**src/rtl/clock_period_meter.sv**
```systemverilog
// rtl/clock_period_meter.sv - measures period and high time of a slow async signal in clkin cycles.
// CLOCK_PERIOD_METER_AVG_EN averages four consecutive periods per start.
module clock_period_meter #(
    parameter int CNT_W       = 32,
    parameter int SYNC_STAGES = 2,
    parameter int TIMEOUT     = 100000000
) (
    input  logic             clkin,
    input  logic             clr_n,
    input  logic             sig_in,
    input  logic             start,
    output logic             busy,
    output logic             valid,
    output logic             timeout,
    output logic [CNT_W-1:0] period,
    output logic [CNT_W-1:0] high_time
);

    typedef enum logic [1:0] {
        ST_IDLE,
        ST_ARM,
        ST_MEAS
    } state_t;

    localparam logic [CNT_W-1:0] CNT_LAST = CNT_W'(TIMEOUT - 1);

    state_t                 state_q, state_d;
    logic [SYNC_STAGES-1:0] sync_q, sync_d;
    logic                   s_dly_q, s_dly_d;
    logic [CNT_W-1:0]       cnt_q, cnt_d;
    logic [CNT_W-1:0]       period_q, period_d;
    logic [CNT_W-1:0]       high_q, high_d;
    logic                   valid_q, valid_d;
    logic                   timeout_q, timeout_d;
    logic                   s, rise, fall;

`ifdef CLOCK_PERIOD_METER_AVG_EN
    logic [1:0]             rises_q, rises_d;
    logic [CNT_W-1:0]       base_q, base_d;
    logic [CNT_W+1:0]       hsum_q, hsum_d;
`else
    logic [CNT_W-1:0]       hcap_q, hcap_d;
`endif

    assign s    = sync_q[SYNC_STAGES-1];
    assign rise = s & ~s_dly_q;
    assign fall = ~s & s_dly_q;

    always_comb begin
        state_d   = state_q;
        sync_d    = {sync_q[SYNC_STAGES-2:0], sig_in};
        s_dly_d   = s;
        cnt_d     = cnt_q;
        period_d  = period_q;
        high_d    = high_q;
        valid_d   = 1'b0;
        timeout_d = 1'b0;
`ifdef CLOCK_PERIOD_METER_AVG_EN
        rises_d   = rises_q;
        base_d    = base_q;
        hsum_d    = hsum_q;
`else
        hcap_d    = hcap_q;
`endif
        case (state_q)
            ST_IDLE: begin
                if (start) begin
                    state_d = ST_ARM;
                    cnt_d   = '0;
                end
            end
            ST_ARM: begin
                if (rise) begin
                    state_d = ST_MEAS;
                    cnt_d   = CNT_W'(1);
`ifdef CLOCK_PERIOD_METER_AVG_EN
                    rises_d = 2'd0;
                    base_d  = '0;
                    hsum_d  = '0;
`else
                    hcap_d  = '0;
`endif
                end else if (cnt_q == CNT_LAST) begin
                    state_d   = ST_IDLE;
                    timeout_d = 1'b1;
                end else begin
                    cnt_d = cnt_q + CNT_W'(1);
                end
            end
            ST_MEAS: begin
                cnt_d = cnt_q + CNT_W'(1);
`ifdef CLOCK_PERIOD_METER_AVG_EN
                // cnt runs across the whole window; base marks the latest rise
                if (fall) begin
                    hsum_d = hsum_q + {2'b00, cnt_q - base_q};
                end
                if (rise) begin
                    if (rises_q == 2'd3) begin
                        period_d = {2'b00, cnt_q[CNT_W-1:2]};
                        high_d   = hsum_q[CNT_W+1:2];
                        valid_d  = 1'b1;
                        state_d  = ST_IDLE;
                    end else begin
                        rises_d = rises_q + 2'd1;
                        base_d  = cnt_q;
                    end
                end else if (cnt_q == CNT_LAST) begin
                    state_d   = ST_IDLE;
                    timeout_d = 1'b1;
                end
`else
                if (fall) begin
                    hcap_d = cnt_q;
                end
                if (rise) begin
                    period_d = cnt_q;
                    high_d   = hcap_q;
                    valid_d  = 1'b1;
                    state_d  = ST_IDLE;
                end else if (cnt_q == CNT_LAST) begin
                    state_d   = ST_IDLE;
                    timeout_d = 1'b1;
                end
`endif
            end
            default: state_d = ST_IDLE;
        endcase
    end

    always_ff @(posedge clkin or negedge clr_n) begin
        if (!clr_n) begin
            state_q   <= ST_IDLE;
            sync_q    <= '0;
            s_dly_q   <= 1'b0;
            cnt_q     <= '0;
            period_q  <= '0;
            high_q    <= '0;
            valid_q   <= 1'b0;
            timeout_q <= 1'b0;
`ifdef CLOCK_PERIOD_METER_AVG_EN
            rises_q   <= 2'd0;
            base_q    <= '0;
            hsum_q    <= '0;
`else
            hcap_q    <= '0;
`endif
        end else begin
            state_q   <= state_d;
            sync_q    <= sync_d;
            s_dly_q   <= s_dly_d;
            cnt_q     <= cnt_d;
            period_q  <= period_d;
            high_q    <= high_d;
            valid_q   <= valid_d;
            timeout_q <= timeout_d;
`ifdef CLOCK_PERIOD_METER_AVG_EN
            rises_q   <= rises_d;
            base_q    <= base_d;
            hsum_q    <= hsum_d;
`else
            hcap_q    <= hcap_d;
`endif
        end
    end

    assign busy      = (state_q != ST_IDLE);
    assign valid     = valid_q;
    assign timeout   = timeout_q;
    assign period    = period_q;
    assign high_time = high_q;

endmodule

```
**config.mk**
```make
export PLATFORM = sky130hd
export DESIGN_NAME = clock_period_meter
export DESIGN_NICKNAME = d
export VERILOG_FILES = /design/src/rtl/clock_period_meter.sv
export SDC_FILE = /design/constraint.sdc
export NUM_CORES = 1
export LEC_CHECK = 0
export CAP_MARGIN = 15
export CORE_UTILIZATION = 55
export CTS_BUF_LIST = sky130_fd_sc_hd__clkbuf_16
export CTS_CLUSTER_SIZE = 28
export DETAILED_ROUTE_END_ITERATION = 10
export GPL_TIMING_DRIVEN = 1
export PLACE_DENSITY_LB_ADDON = 0.3
export RECOVER_POWER = 100
export SLEW_MARGIN = 20
export SYNTH_ARGS = -nofsm -noshare
export SYNTH_HDL_FRONTEND = slang
export SYNTH_SLANG_ARGS = --single-unit
```
**constraint.sdc**
```tcl
create_clock -name clkin -period 2.9 [get_ports clkin]
set_input_delay 0.725 -clock clkin [delete_from_list [all_inputs] [get_ports clkin]]
set_output_delay 0.725 -clock clkin [all_outputs]
set_load 0.1 [all_outputs]
```
* Word-level counts from Yosys, hierarchy flattened *
Index checks and enable logic that the tools add are counted.

storage, ports and cells
  bits of input ports = 4
  output and inout port bits = 67
  logic and storage cells = 46
  register bits after elaboration = 135

cells by class
  muxes and demuxes = 17
  add/subtract/negate cells = 1
  reductions and logical operators = 8
  bitwise logic cells = 4
  equality and inequality tests = 7

operator list
  cell                                             number
  two-way mux 32 bit                               5
  case mux 32 bit (3 select lines)                 1
  case mux 32 bit (2 select lines)                 1
  adder 32 x 1 -> 32 bit, second input constant    1
  == test 32 x 27 -> 1 bit, second input constant  1
  two-way mux 2 bit                                4
  inequality test 2 bit, second input constant     3
  case mux 2 bit (3 select lines)                  1
  AND reduction 3 bit                              2
  two-way mux 1 bit                                5
  nonzero test 2 bit                               2
  inequality test 3 bit, second input constant     1
  nonzero test 3 bit                               1
  bitwise AND 1 bit                                2
  == test 2 x 1 -> 1 bit, second input constant    1
  == test 2 bit, second input constant             1
  logical NOT 2 bit                                1
  NOT 1 bit                                        2
  AND reduction 2 bit                              1
  OR reduction 2 bit                               1

* Longest topological paths before layout *
Gate-level depths: netlist of the first run.

  word-level depth = 4
  mapped depth = 8
  gate-level depth less buffers = 7

* Least setup slack after synthesis of the first run *
Ideal clock, no wire load.

  kind = reg-to-reg
  start point = register cnt_q[0]
  end point = register cnt_q[20]
  clock period less this slack = 2178 ps
  path slack = 722 ps
  buffers on the path = 1
  arrival = 2054 ps
  data required time = 2776 ps
  cell stages (with the launch flop) = 8
  library setup time = 124 ps
  cell sequence = dfrtp_1 -> ha_1 -> nand3_1 -> or3_4 -> nor4_4 -> buf_4 -> nor4_1 -> a211o_1

on the way
  longest elaborated chain between the ends = 4
  elaborated cells on any way between the ends = 7
  those cells by class = 1 x add/sub; 2 x eq/ne; 3 x mux; 1 x reduce/logical

RTL lines
  element                           line    RTL
  from (decl)                       30      logic [CNT_W-1:0] cnt_q, cnt_d;
  from (signal assigned)            151     cnt_q <= cnt_d;
  adder 32 x 1 -> 32 bit            87, 91
  two-way mux 32 bit                83      end else if (cnt_q == CNT_LAST) begin
  two-way mux 32 bit                73      if (rise) begin
  case mux 32 bit (3 select lines)  65      case (state_q)

Several ways; a longest one is shown, not always the timed one. The select of a mux whose other input is x is not followed.
A chain may end at the register's enable or synchronous reset.

* Worst setup path after layout of the first run *
  start point = register state_q[0]
  end point = register high_q[27], in the netlist high_time[27]

on the way
  longest elaborated chain between the ends = 2

RTL lines
  element                               line  RTL
  from (decl)                           27    state_t state_q, state_d;
  from (signal assigned)                148   state_q <= state_d;
  == test 2 bit                         65
  AND reduction 2 bit (no source line)  -
  to (signal assigned)                  153   high_q <= high_d;
  to (decl)                             32    logic [CNT_W-1:0] high_q, high_d;

No other way between the ends.

==> results.py, run 1 <==
metrics = {
    "clocking": {
        "cts_tree": "done",
        "cts_made_buffers": 17,
        "ctsHoldBuffers": 0,
        "postCtsResizedCells": 0,
        "cts_max_level": 4,
        "clkLatencyLatePin_ns": 0.42,
        "post_cts_buffers": 0,
        "number_of_clock_sinks": 135,
        "root_driver": "sky130_fd_sc_hd__clkbuf_16",
        "longest_clk_path_bufs": 2,
        "cts.clk_slew.worst_paths_ns": 0.06,
    },
    "global_routing": {
        "groute.usage.overall": 0.2719,
        "global_route.overflow_total": 0,
        "grt_start_max_net_pins": 61,
        "grt_pass1_vias": 4584,
        "grt_first_pass_wirelength_um": 23630,
        "antenna_found_initial": 0,
    },
    "hold_path": {
        "hold_removal_path_class": "flip-flop to flip-flop",
        "hold_end": "sync_q[1]",
        "hold-path-cell-count": 0,
        "startpoint_of_the_worst_hold_path": "sync_q[0]",
    },
    "critical_path": {
        "worstPathMaxFanout": 47,
        "critical-path-max-stage-delay_ns": 0.85,
        "critPathArrivalTime_ns": 2.88,
        "worst_ep_required_time_ns": 3.20,
        "endpoint_kind": "flip-flop",
        "cp_cell_sequence": "inv_1 -> ha_1 -> buf_4 -> nand2_1 -> clkbuf_2 -> mux2_2",
        "internal_reg_to_reg_setup_slack_ns": 0.32,
        "r2r_cells": 6,
        "reg2reg_to": "high_time[27]",
        "cpMaxStageDelayCell": "sky130_fd_sc_hd__clkbuf_2",
        "critical_path.n_buffers_inverters": 3,
        "timing.critical_path.max_delay_family": "buffers and inverters",
        "rr_startpoint": "state_q[0]",
        "critical_path_cell_count": 6,
        "startpoint_type": "flip-flop",
        "critPathKind": "flip-flop to flip-flop",
    },
    "synth": {
        "synth_cell_type_count": 45,
        "edff_count_synth": 0,
        "yosysWarningCount": 0,
        "netlist_top_cells_area": "sky130_fd_sc_hd__dfrtp_1, sky130_fd_sc_hd__mux2_2, sky130_fd_sc_hd__nand2_1",
        "synthesis.area_um2": 6016,
        "syn_inst": 548,
        "yosys-top-cells-count": "sky130_fd_sc_hd__dfrtp_1, sky130_fd_sc_hd__nand2_1, sky130_fd_sc_hd__mux2_2",
        "syn_nets": 557,
        "cell_type_with_the_largest_total_area_after_synthesis": "sky130_fd_sc_hd__dfrtp_1",
        "synth-async-reset-ratio": 1.000,
        "synth_largest_type_area_fraction": 0.5616,
        "share_of_synthesized_area_occupied_by_flip_flops_and_latches": 0.5616,
        "syn_area_per_cell_um2": 10.98,
        "most_frequent_cell_after_synthesis": "sky130_fd_sc_hd__dfrtp_1",
        "synth_ff_type": "sky130_fd_sc_hd__dfrtp_1",
        "synth_seq_cells": 135,
    },
    "timing": {
        "timing.final.max_slew_violations": 36,
        "setup_tns_ns": 0,
        "tightest_slew_ns": 2.040,
        "final.min_clock_period_ns": 2.584,
        "final.setup_skew_ns": 0.007811,
        "timing_hold_violations_final": 0,
        "setup_viols_final": 0,
        "maxClockFrequency_mhz": 386.9,
        "min_period_over_period": 0.8912,
        "rsz_0062_raised_after_global_routing": "no",
        "slew-limit-headroom": -0.3601,
    },
    "final_layout": {
        "n_antenna_cell": 0,
        "areaGrowthSynthToFinish_pct": 16.68,
        "final_layout_size_suffix_gt1_frac": 0.1866,
        "fillerInstances": 855,
        "regArea_um2": 3378,
        "fin_nets": 623,
        "multi_input_comb_area_um2": 2432,
        "layoutNonFillerInstCount": 763,
    },
    "power_and_ir_drop": {
        "power_per_cell_area_nw_per_um2": 720.2,
        "power.total_w": 0.005056,
        "static-leakage-power_nw": 3.427,
        "vdd_ir_drop_max_mv": 1.067,
    },
    "drt": {
        "dr.pass1.iters": 5,
        "drt_first_iter_violations": 481,
        "routed-via-count": 4693,
        "wl_per_cell_um": 18.61,
        "routed_via_density": 6.151,
        "antenna_left": 0,
        "drt_drc_violations_left": 0,
        "wirelength_um": 14200,
    },
    "placement": {
        "placedCellCount": 731,
        "dp_hpwl_um": 9398,
        "routabilityCongestion": 0.8998,
        "portBuffers": 70,
    },
    "die": {
        "cell_row_count": 37,
        "fp.dieArea_um2": 11360,
        "chipWidth_um": 106.6,
        "floorplan.die.height_um": 106.6,
        "initial_core_util": 0.5750,
        "core_region_area_um2": 10460,
        "top_level_ports": 71,
    },
    "job": {
        "drv.max_cap_violation_count": 1,
    },
    "status": {
        "status": "finished, violations left",
        "violations": "capacitance limit, slew limit",
    },
}
[worst max-delay path by stage]
stage                          start       endpoint  slack (ns)
after floorplan             cnt_q[0]      cnt_q[20]        0.72
after global placement         start      cnt_q[22]        0.40
after detailed placement       start      cnt_q[22]        0.35
after CTS                   cnt_q[1]       cnt_q[3]        0.42
after global routing      state_q[0]  high_time[27]        0.16
final                     state_q[0]  high_time[27]        0.32
[cell usage in the layout, fill, tap and decap left out, types with 3 or more instances in the layout]
| master | n |
|---|---|
| sky130_fd_sc_hd__nand3_1 | 43 |
| sky130_fd_sc_hd__mux2_2 | 60 |
| sky130_fd_sc_hd__a31oi_1 | 7 |
| sky130_fd_sc_hd__and4_1 | 3 |
| sky130_fd_sc_hd__clkbuf_2 | 5 |
| sky130_fd_sc_hd__nand2_1 | 85 |
| sky130_fd_sc_hd__nand4_1 | 14 |
| sky130_fd_sc_hd__or4_1 | 3 |
| sky130_fd_sc_hd__o41ai_1 | 3 |
| sky130_fd_sc_hd__inv_6 | 3 |
| sky130_fd_sc_hd__nor4_1 | 9 |
| sky130_fd_sc_hd__clkbuf_1 | 67 |
| sky130_fd_sc_hd__dfrtp_1 | 135 |
| sky130_fd_sc_hd__nor4b_1 | 3 |
| sky130_fd_sc_hd__inv_1 | 11 |
| sky130_fd_sc_hd__nor2_1 | 9 |
| sky130_fd_sc_hd__a211o_1 | 4 |
| sky130_fd_sc_hd__and2_1 | 5 |
| sky130_fd_sc_hd__buf_4 | 14 |
| sky130_fd_sc_hd__clkinvlp_4 | 6 |
| sky130_fd_sc_hd__o21ai_0 | 22 |
| sky130_fd_sc_hd__and3_1 | 7 |
| sky130_fd_sc_hd__nor3_1 | 6 |
| sky130_fd_sc_hd__a21oi_1 | 5 |
| sky130_fd_sc_hd__o31ai_1 | 37 |
| sky130_fd_sc_hd__nand2b_1 | 5 |
| sky130_fd_sc_hd__clkbuf_16 | 17 |
| sky130_fd_sc_hd__ha_1 | 5 |
[registers in the layout (all words and copies together), names as in the netlist]
register / flops
valid: 1
cnt_q: 32
high_time: 32
timeout: 1
state_q: 2
s_dly_q: 1
sync_q: 2
hcap_q: 32
period: 32
[through the flow]
stage | hold slack [ns] | area (um^2) | util | setup slack, ns
6_report | 0.3559 | 7019 | 0.6709 | 0.3157
5_1_grt | 0.3713 | 7019 | 0.6709 | 0.1636
4_1_cts | 0.2676 | 7310 | 0.6986 | 0.4239
3_5_place_dp | 0.3452 | 6730 | 0.6433 | 0.3526
3_3_place_gp | 0.3342 | 6730 | 0.6433 | 0.4046
2_1_floorplan | 0.3312 | 6016 | - | 0.7222
[where the power goes]
part	switching (W)	internal [W]	total, W
clock	0.000833	0.00126	0.00210
sequential	0.0000274	0.00192	0.00195
combinational	0.000739	0.000273	0.00101
total	0.00160	0.00346	0.00506
[final cells by class]
type,count,area share
Clock inverter,15,0.02193
Multi-Input combinational cell,361,0.3465
Tap cell,136,0.02424
Inverter,10,0.005348
Sequential cell,135,0.4813
Timing Repair Buffer,89,0.06007
Clock buffer,17,0.06061
[kinds of logic after synthesis]
family | after synthesis | synth area share
DFF | 135 | 0.5616
AOI/OAI and AO/OA | 93 | 0.1065
muxes | 61 | 0.1140
buffers and inverters | 52 | 0.03432
and+or+nand+nor | 202 | 0.1733
adders and majority gates | 5 | 0.01040
[metal layers]
layer / share of wire / global-route usage / wire length (um)
met1: 0.44 / 0.3810 / 6215
met4: 0.015 / 0.1008 / 214
met2: 0.48 / 0.4189 / 6799
met3: 0.068 / 0.05897 / 972
met5: 0 / 0 / 0
(Power assumes the default switching activity.)
==> run 2: changes to the inputs <==
REMOVE_ABC_BUFFERS = 1   (was default)
==> run 2 against run 1 <==
Against the previous run:
- the run still ends with capacitance limit, slew limit left
- sequential share of layout area down 0.52 points
- clock power up 10%
- cell count unchanged
- worst setup slack worse by 0.096 ns
- maximum frequency down 3.6%
==> results.py, run 2 (synthesized netlist as in run 1, its figures left out) <==
metrics = {
    "status": {
        "status": "finished, violations left",
        "violations": "capacitance limit, slew limit",
    },
    "die": {
        "initial_core_util": 0.5750,
        "fp.dieArea_um2": 11360,
        "core_region_area_um2": 10460,
        "chipWidth_um": 106.6,
        "top_level_ports": 71,
        "floorplan.die.height_um": 106.6,
        "cell_row_count": 37,
    },
    "hold_path": {
        "hold-path-cell-count": 0,
        "hold_removal_path_class": "flip-flop to flip-flop",
        "startpoint_of_the_worst_hold_path": "sync_q[0]",
        "hold_end": "sync_q[1]",
    },
    "final_layout": {
        "final_layout_size_suffix_gt1_frac": 0.1834,
        "fillerInstances": 839,
        "final_core_utilization": 0.6782,
        "fin_nets": 623,
        "most_common_library_cell_in_the_layout_ignoring_fill_and_taps": "sky130_fd_sc_hd__dfrtp_1",
        "layoutNonFillerInstCount": 763,
        "areaGrowthSynthToFinish_pct": 17.95,
        "final_cell_mix": "sky130_fd_sc_hd__dfrtp_1, sky130_fd_sc_hd__nand2_1, sky130_fd_sc_hd__clkbuf_1",
        "n_antenna_cell": 0,
    },
    "clocking": {
        "ctsHoldBuffers": 0,
        "post_cts_buffers": 0,
        "cts_max_level": 4,
        "cts.clk_slew.worst_paths_ns": 0.06,
        "number_of_clock_sinks": 135,
        "cts_tree": "done",
        "longest_clk_path_bufs": 2,
        "postCtsResizedCells": 0,
        "root_driver": "sky130_fd_sc_hd__clkbuf_16",
        "cts_made_buffers": 17,
        "clkLatencyLatePin_ns": 0.42,
    },
    "placement": {
        "placedCellCount": 731,
        "routabilityCongestion": 0.8652,
        "portBuffers": 70,
        "dp_hpwl_um": 8762,
    },
    "critical_path": {
        "startpoint_of_the_most_critical_setup_path": "cnt_q[0]",
        "endpoint_kind": "flip-flop",
        "timing.critical_path.max_delay_family": "simple AND/OR/NAND/NOR gates",
        "cpMaxStageDelayCell": "sky130_fd_sc_hd__clkbuf_1",
        "startpoint_type": "flip-flop",
        "critical-path-max-stage-delay_ns": 0.42,
        "internal_reg_to_reg_setup_slack_ns": 0.22,
        "worst_ep_required_time_ns": 3.20,
        "r2r_cells": 7,
        "rr_startpoint": "cnt_q[0]",
        "reg2reg_to": "cnt_q[23]",
        "critPathArrivalTime_ns": 2.98,
        "critical_path.n_buffers_inverters": 2,
        "crit_top_cell": "sky130_fd_sc_hd__clkbuf_1",
        "worstPathMaxFanout": 9,
        "critPathKind": "flip-flop to flip-flop",
        "cp_cell_sequence": "clkbuf_1 -> nand4_1 -> nor4_4 -> clkbuf_1 -> nand2_1 -> o311a_1 -> a211o_1",
    },
    "timing": {
        "final.setup_skew_ns": 0.004677,
        "slew-limit-headroom": -0.1948,
        "final.min_clock_period_ns": 2.680,
        "min_period_over_period": 0.9243,
        "tightest_slew_ns": 1.792,
        "setup_viols_final": 0,
        "rsz_0062_raised_after_global_routing": "no",
        "timing_hold_violations_final": 0,
        "timing.final.max_slew_violations": 71,
        "maxClockFrequency_mhz": 373.1,
    },
    "global_routing": {
        "antenna_found_initial": 0,
        "global_route.overflow_total": 0,
        "grt_first_pass_wirelength_um": 23810,
        "groute.usage.overall": 0.2720,
        "grt_start_max_net_pins": 72,
        "grt_pass1_vias": 4695,
    },
    "power_and_ir_drop": {
        "power.total_w": 0.005318,
        "static-leakage-power_nw": 3.462,
        "power_per_cell_area_nw_per_um2": 749.4,
        "vdd_ir_drop_max_mv": 0.8055,
    },
    "job": {
        "drv.max_cap_violation_count": 1,
    },
    "drt": {
        "drt_drc_violations_left": 0,
        "dr.pass1.iters": 5,
        "routed_via_density": 6.214,
        "drt_first_iter_violations": 333,
        "wirelength_um": 14290,
        "wl_per_cell_um": 18.73,
        "routed-via-count": 4741,
        "antenna_left": 0,
    },
}
==> run 2: cell types whose count changed in the layout (fill, tap and decap cells not counted), moves of 2 or more <==
cell	delta
sky130_fd_sc_hd__clkinvlp_4	-3
sky130_fd_sc_hd__clkinv_1	+3
sky130_fd_sc_hd__inv_6	-2
sky130_fd_sc_hd__buf_4	-2
sky130_fd_sc_hd__bufinv_16	+3
==> run 2: per-stage QoR <==
stage / worst slack (ns) / hold WS (ns) / TNS [ns] / cell area [um^2]
after floorplan: -2.550 / 0.3312 / -94.43 / 5847
after global placement: 0.4095 / 0.3323 / 0 / 6755
after detailed placement: 0.2675 / 0.3387 / 0 / 6755
after CTS: 0.3621 / 0.3319 / 0 / 7388
after global routing: 0.09347 / 0.3554 / 0 / 7096
final: 0.2196 / 0.3484 / 0 / 7096
==> run 2: area by class of cell <==
class	instances	area [um^2]	share of cell area
clock buffer	17	425.4	0.05995
clock inverter	15	207.7	0.02927
inverter	10	37.54	0.005290
multi-input combinational	361	2444	0.3444
sequential	135	3378	0.4761
tap	136	170.2	0.02398
timing repair buffer	89	432.9	0.06101
==> run 2: worst max path at each step <==
stage	end	slack [ns]	cells after the start
global placement	cnt_q[5]	0.41	6
CTS	hcap_q[8]	0.36	7
global route	cnt_q[23]	0.09	7
finish	cnt_q[23]	0.22	7
detailed placement	cnt_q[5]	0.27	6
floorplan	hcap_q[14]	-2.55	6
==> run 2: per-layer routing <==
metal | global-route usage | vias to the layer above | routed length [um]
met5 | 0 | - | 0
met4 | 0.09980 | 0 | 332
met3 | 0.07477 | 40 | 863
met2 | 0.4300 | 206 | 7000
met1 | 0.3604 | 2370 | 6096
li1 | - | 2125 | -
==> run 2: power breakdown <==
| part | internal [W] | total [W] | switching, W |
|---|---|---|---|
| sequential | 0.00192 | 0.00195 | 0.0000316 |
| clock | 0.00151 | 0.00231 | 0.000799 |
| combinational | 0.000277 | 0.00106 | 0.000781 |
==> run 3: changes to the inputs <==
CORE_MARGIN = 2   (was default)
==> run 3 against run 2 <==
Against the previous run:
- the flow now finishes without violations
- combinational power is essentially flat
- maximum frequency grew 2.5%
- sequential share of layout area grew 0.69 points
- critical path type unchanged
==> results.py, run 3 (synthesized netlist as in run 1, its figures left out) <==
metrics = {
    "die": {
        "core_region_area_um2": 10750,
        "floorplan.die.height_um": 108.6,
        "fp.dieArea_um2": 11790,
        "chipWidth_um": 108.6,
        "initial_core_util": 0.5599,
        "cell_row_count": 38,
        "top_level_ports": 71,
    },
    "timing": {
        "final.min_clock_period_ns": 2.615,
        "rsz_0062_raised_after_global_routing": "no",
        "min_period_over_period": 0.9019,
        "setup_viols_final": 0,
        "slew-limit-headroom": 0.04438,
        "tightest_slew_ns": 1.433,
        "final.setup_skew_ns": 0.005347,
        "timing.final.max_slew_violations": 0,
        "timing_hold_violations_final": 0,
        "maxClockFrequency_mhz": 382.3,
    },
    "final_layout": {
        "fillerInstances": 924,
        "final_layout_size_suffix_gt1_frac": 0.1752,
        "n_antenna_cell": 0,
        "multi_input_comb_area_um2": 2437,
        "layoutNonFillerInstCount": 768,
        "final_cell_mix": "sky130_fd_sc_hd__dfrtp_1, sky130_fd_sc_hd__nand2_1, sky130_fd_sc_hd__clkbuf_1",
        "fin_nets": 624,
        "most_common_library_cell_in_the_layout_ignoring_fill_and_taps": "sky130_fd_sc_hd__dfrtp_1",
        "regArea_um2": 3378,
        "areaGrowthSynthToFinish_pct": 16.26,
    },
    "power_and_ir_drop": {
        "vdd_ir_drop_max_mv": 0.7564,
        "share_comb_of_total_power": 0.212,
        "static-leakage-power_nw": 3.441,
        "power.total_w": 0.004987,
        "p_switching_w": 0.001559,
        "internal-power_w": 0.003428,
        "sw_frac_of_total": 0.3126,
        "power_per_cell_area_nw_per_um2": 713.0,
        "sequentialPowerShare": 0.390,
        "share_clk_of_total_power": 0.398,
    },
    "drt": {
        "routed_via_density": 6.108,
        "route.met3.wl_um": 995,
        "wl_met1_um": 5950,
        "drt_drc_violations_left": 0,
        "wirelength_um": 14030,
        "topRoutingLayerUsed": "met4",
        "routed-via-count": 4691,
        "dr.pass1.iters": 5,
        "drt_first_iter_violations": 431,
        "antenna_left": 0,
        "wl_per_cell_um": 18.27,
        "met2_wirelength_um": 6817,
    },
    "critical_path": {
        "endpoint_kind": "flip-flop",
        "crit_top_cell": "sky130_fd_sc_hd__inv_1",
        "critical-path-max-stage-delay_ns": 0.66,
        "critPathKind": "flip-flop to flip-flop",
        "critPathArrivalTime_ns": 2.97,
        "worstPathMaxFanout": 28,
        "critical_path.n_buffers_inverters": 3,
        "startpoint_of_the_most_critical_setup_path": "state_q[0]",
        "critical_path_cell_count": 7,
        "cpMaxStageDelayCell": "sky130_fd_sc_hd__clkbuf_2",
        "rr_startpoint": "state_q[0]",
        "cp_cell_sequence": "inv_1 -> ha_1 -> inv_1 -> nor4b_1 -> clkbuf_2 -> nand3_1 -> nand2_1",
        "startpoint_type": "flip-flop",
        "r2r_cells": 7,
        "timing.critical_path.max_delay_family": "buffers and inverters",
        "worst_ep_required_time_ns": 3.25,
    },
    "placement": {
        "routabilityCongestion": 0.9066,
        "placedCellCount": 736,
        "dp_hpwl_um": 9008,
        "portBuffers": 70,
    },
    "global_routing": {
        "antenna_found_initial": 0,
        "grt_pass1_vias": 4582,
        "groute.usage.overall": 0.2566,
        "grt_start_max_net_pins": 57,
        "grt_first_pass_wirelength_um": 23160,
        "global_route.overflow_total": 0,
    },
    "hold_path": {
        "startpoint_of_the_worst_hold_path": "sync_q[0]",
        "hold-path-cell-count": 0,
        "hold_removal_path_class": "flip-flop to flip-flop",
    },
    "clocking": {
        "root_driver": "sky130_fd_sc_hd__clkbuf_16",
        "postCtsResizedCells": 0,
        "cts.clk_slew.worst_paths_ns": 0.05,
        "number_of_clock_sinks": 135,
        "ctsHoldBuffers": 0,
        "cts_made_buffers": 17,
        "post_cts_buffers": 0,
        "clkLatencyLatePin_ns": 0.42,
        "cts_max_level": 4,
        "longest_clk_path_bufs": 2,
        "cts_tree": "done",
    },
    "job": {
        "drv.max_cap_violation_count": 0,
    },
    "status": {
        "status": "finished clean",
    },
}
==> run 3: layout make-up <==
type | count | share of cell area
sequential | 135 | 0.4830
multi-input combinational | 361 | 0.3485
clock buffer | 17 | 0.06082
timing repair buffer | 90 | 0.05993
tap | 140 | 0.02504
clock inverter | 15 | 0.01735
inverter | 10 | 0.005367
==> run 3: per-stage QoR <==
stage	worst slack [ns]	utilization	area (um^2)	TNS (ns)	hold WS [ns]
finish	0.2846	0.6509	6994	0	0.3521
global route	0.1367	0.6509	6994	0	0.3627
CTS	0.3969	0.6796	7302	0	0.1655
detailed placement	0.3266	0.6287	6755	0	0.3436
global placement	0.4067	0.6287	6755	0	0.3359
floorplan	-2.550	-	5847	-94.43	0.3312
==> run 3: routing by layer <==
metal,vias to the layer above,global-route usage
li1,2129,-
met1,2321,0.3400
met2,212,0.4040
met3,29,0.07354
met4,0,0.09432
met5,-,0
==> run 3: power groups by stage <==
stage          Clock (W)  Sequential, W  Combinational (W)
2_1_floorplan          0        0.00205           0.000586
3_3_place_gp           0        0.00198            0.00102
3_5_place_dp           0        0.00198            0.00106
4_1_cts          0.00201        0.00195            0.00107
6_report         0.00198        0.00195            0.00106
5_1_grt          0.00211        0.00195            0.00114
==> run 3: worst paths after layout <==
path                         endpoint  slack [ns]
hold reg to reg             sync_q[1]        0.35
setup / recovery            hcap_q[1]        0.28
max in group asynchronous  period[29]        0.70
hold / removal              sync_q[1]        0.35
setup reg to reg            hcap_q[1]        0.28
min in group asynchronous       valid        0.64
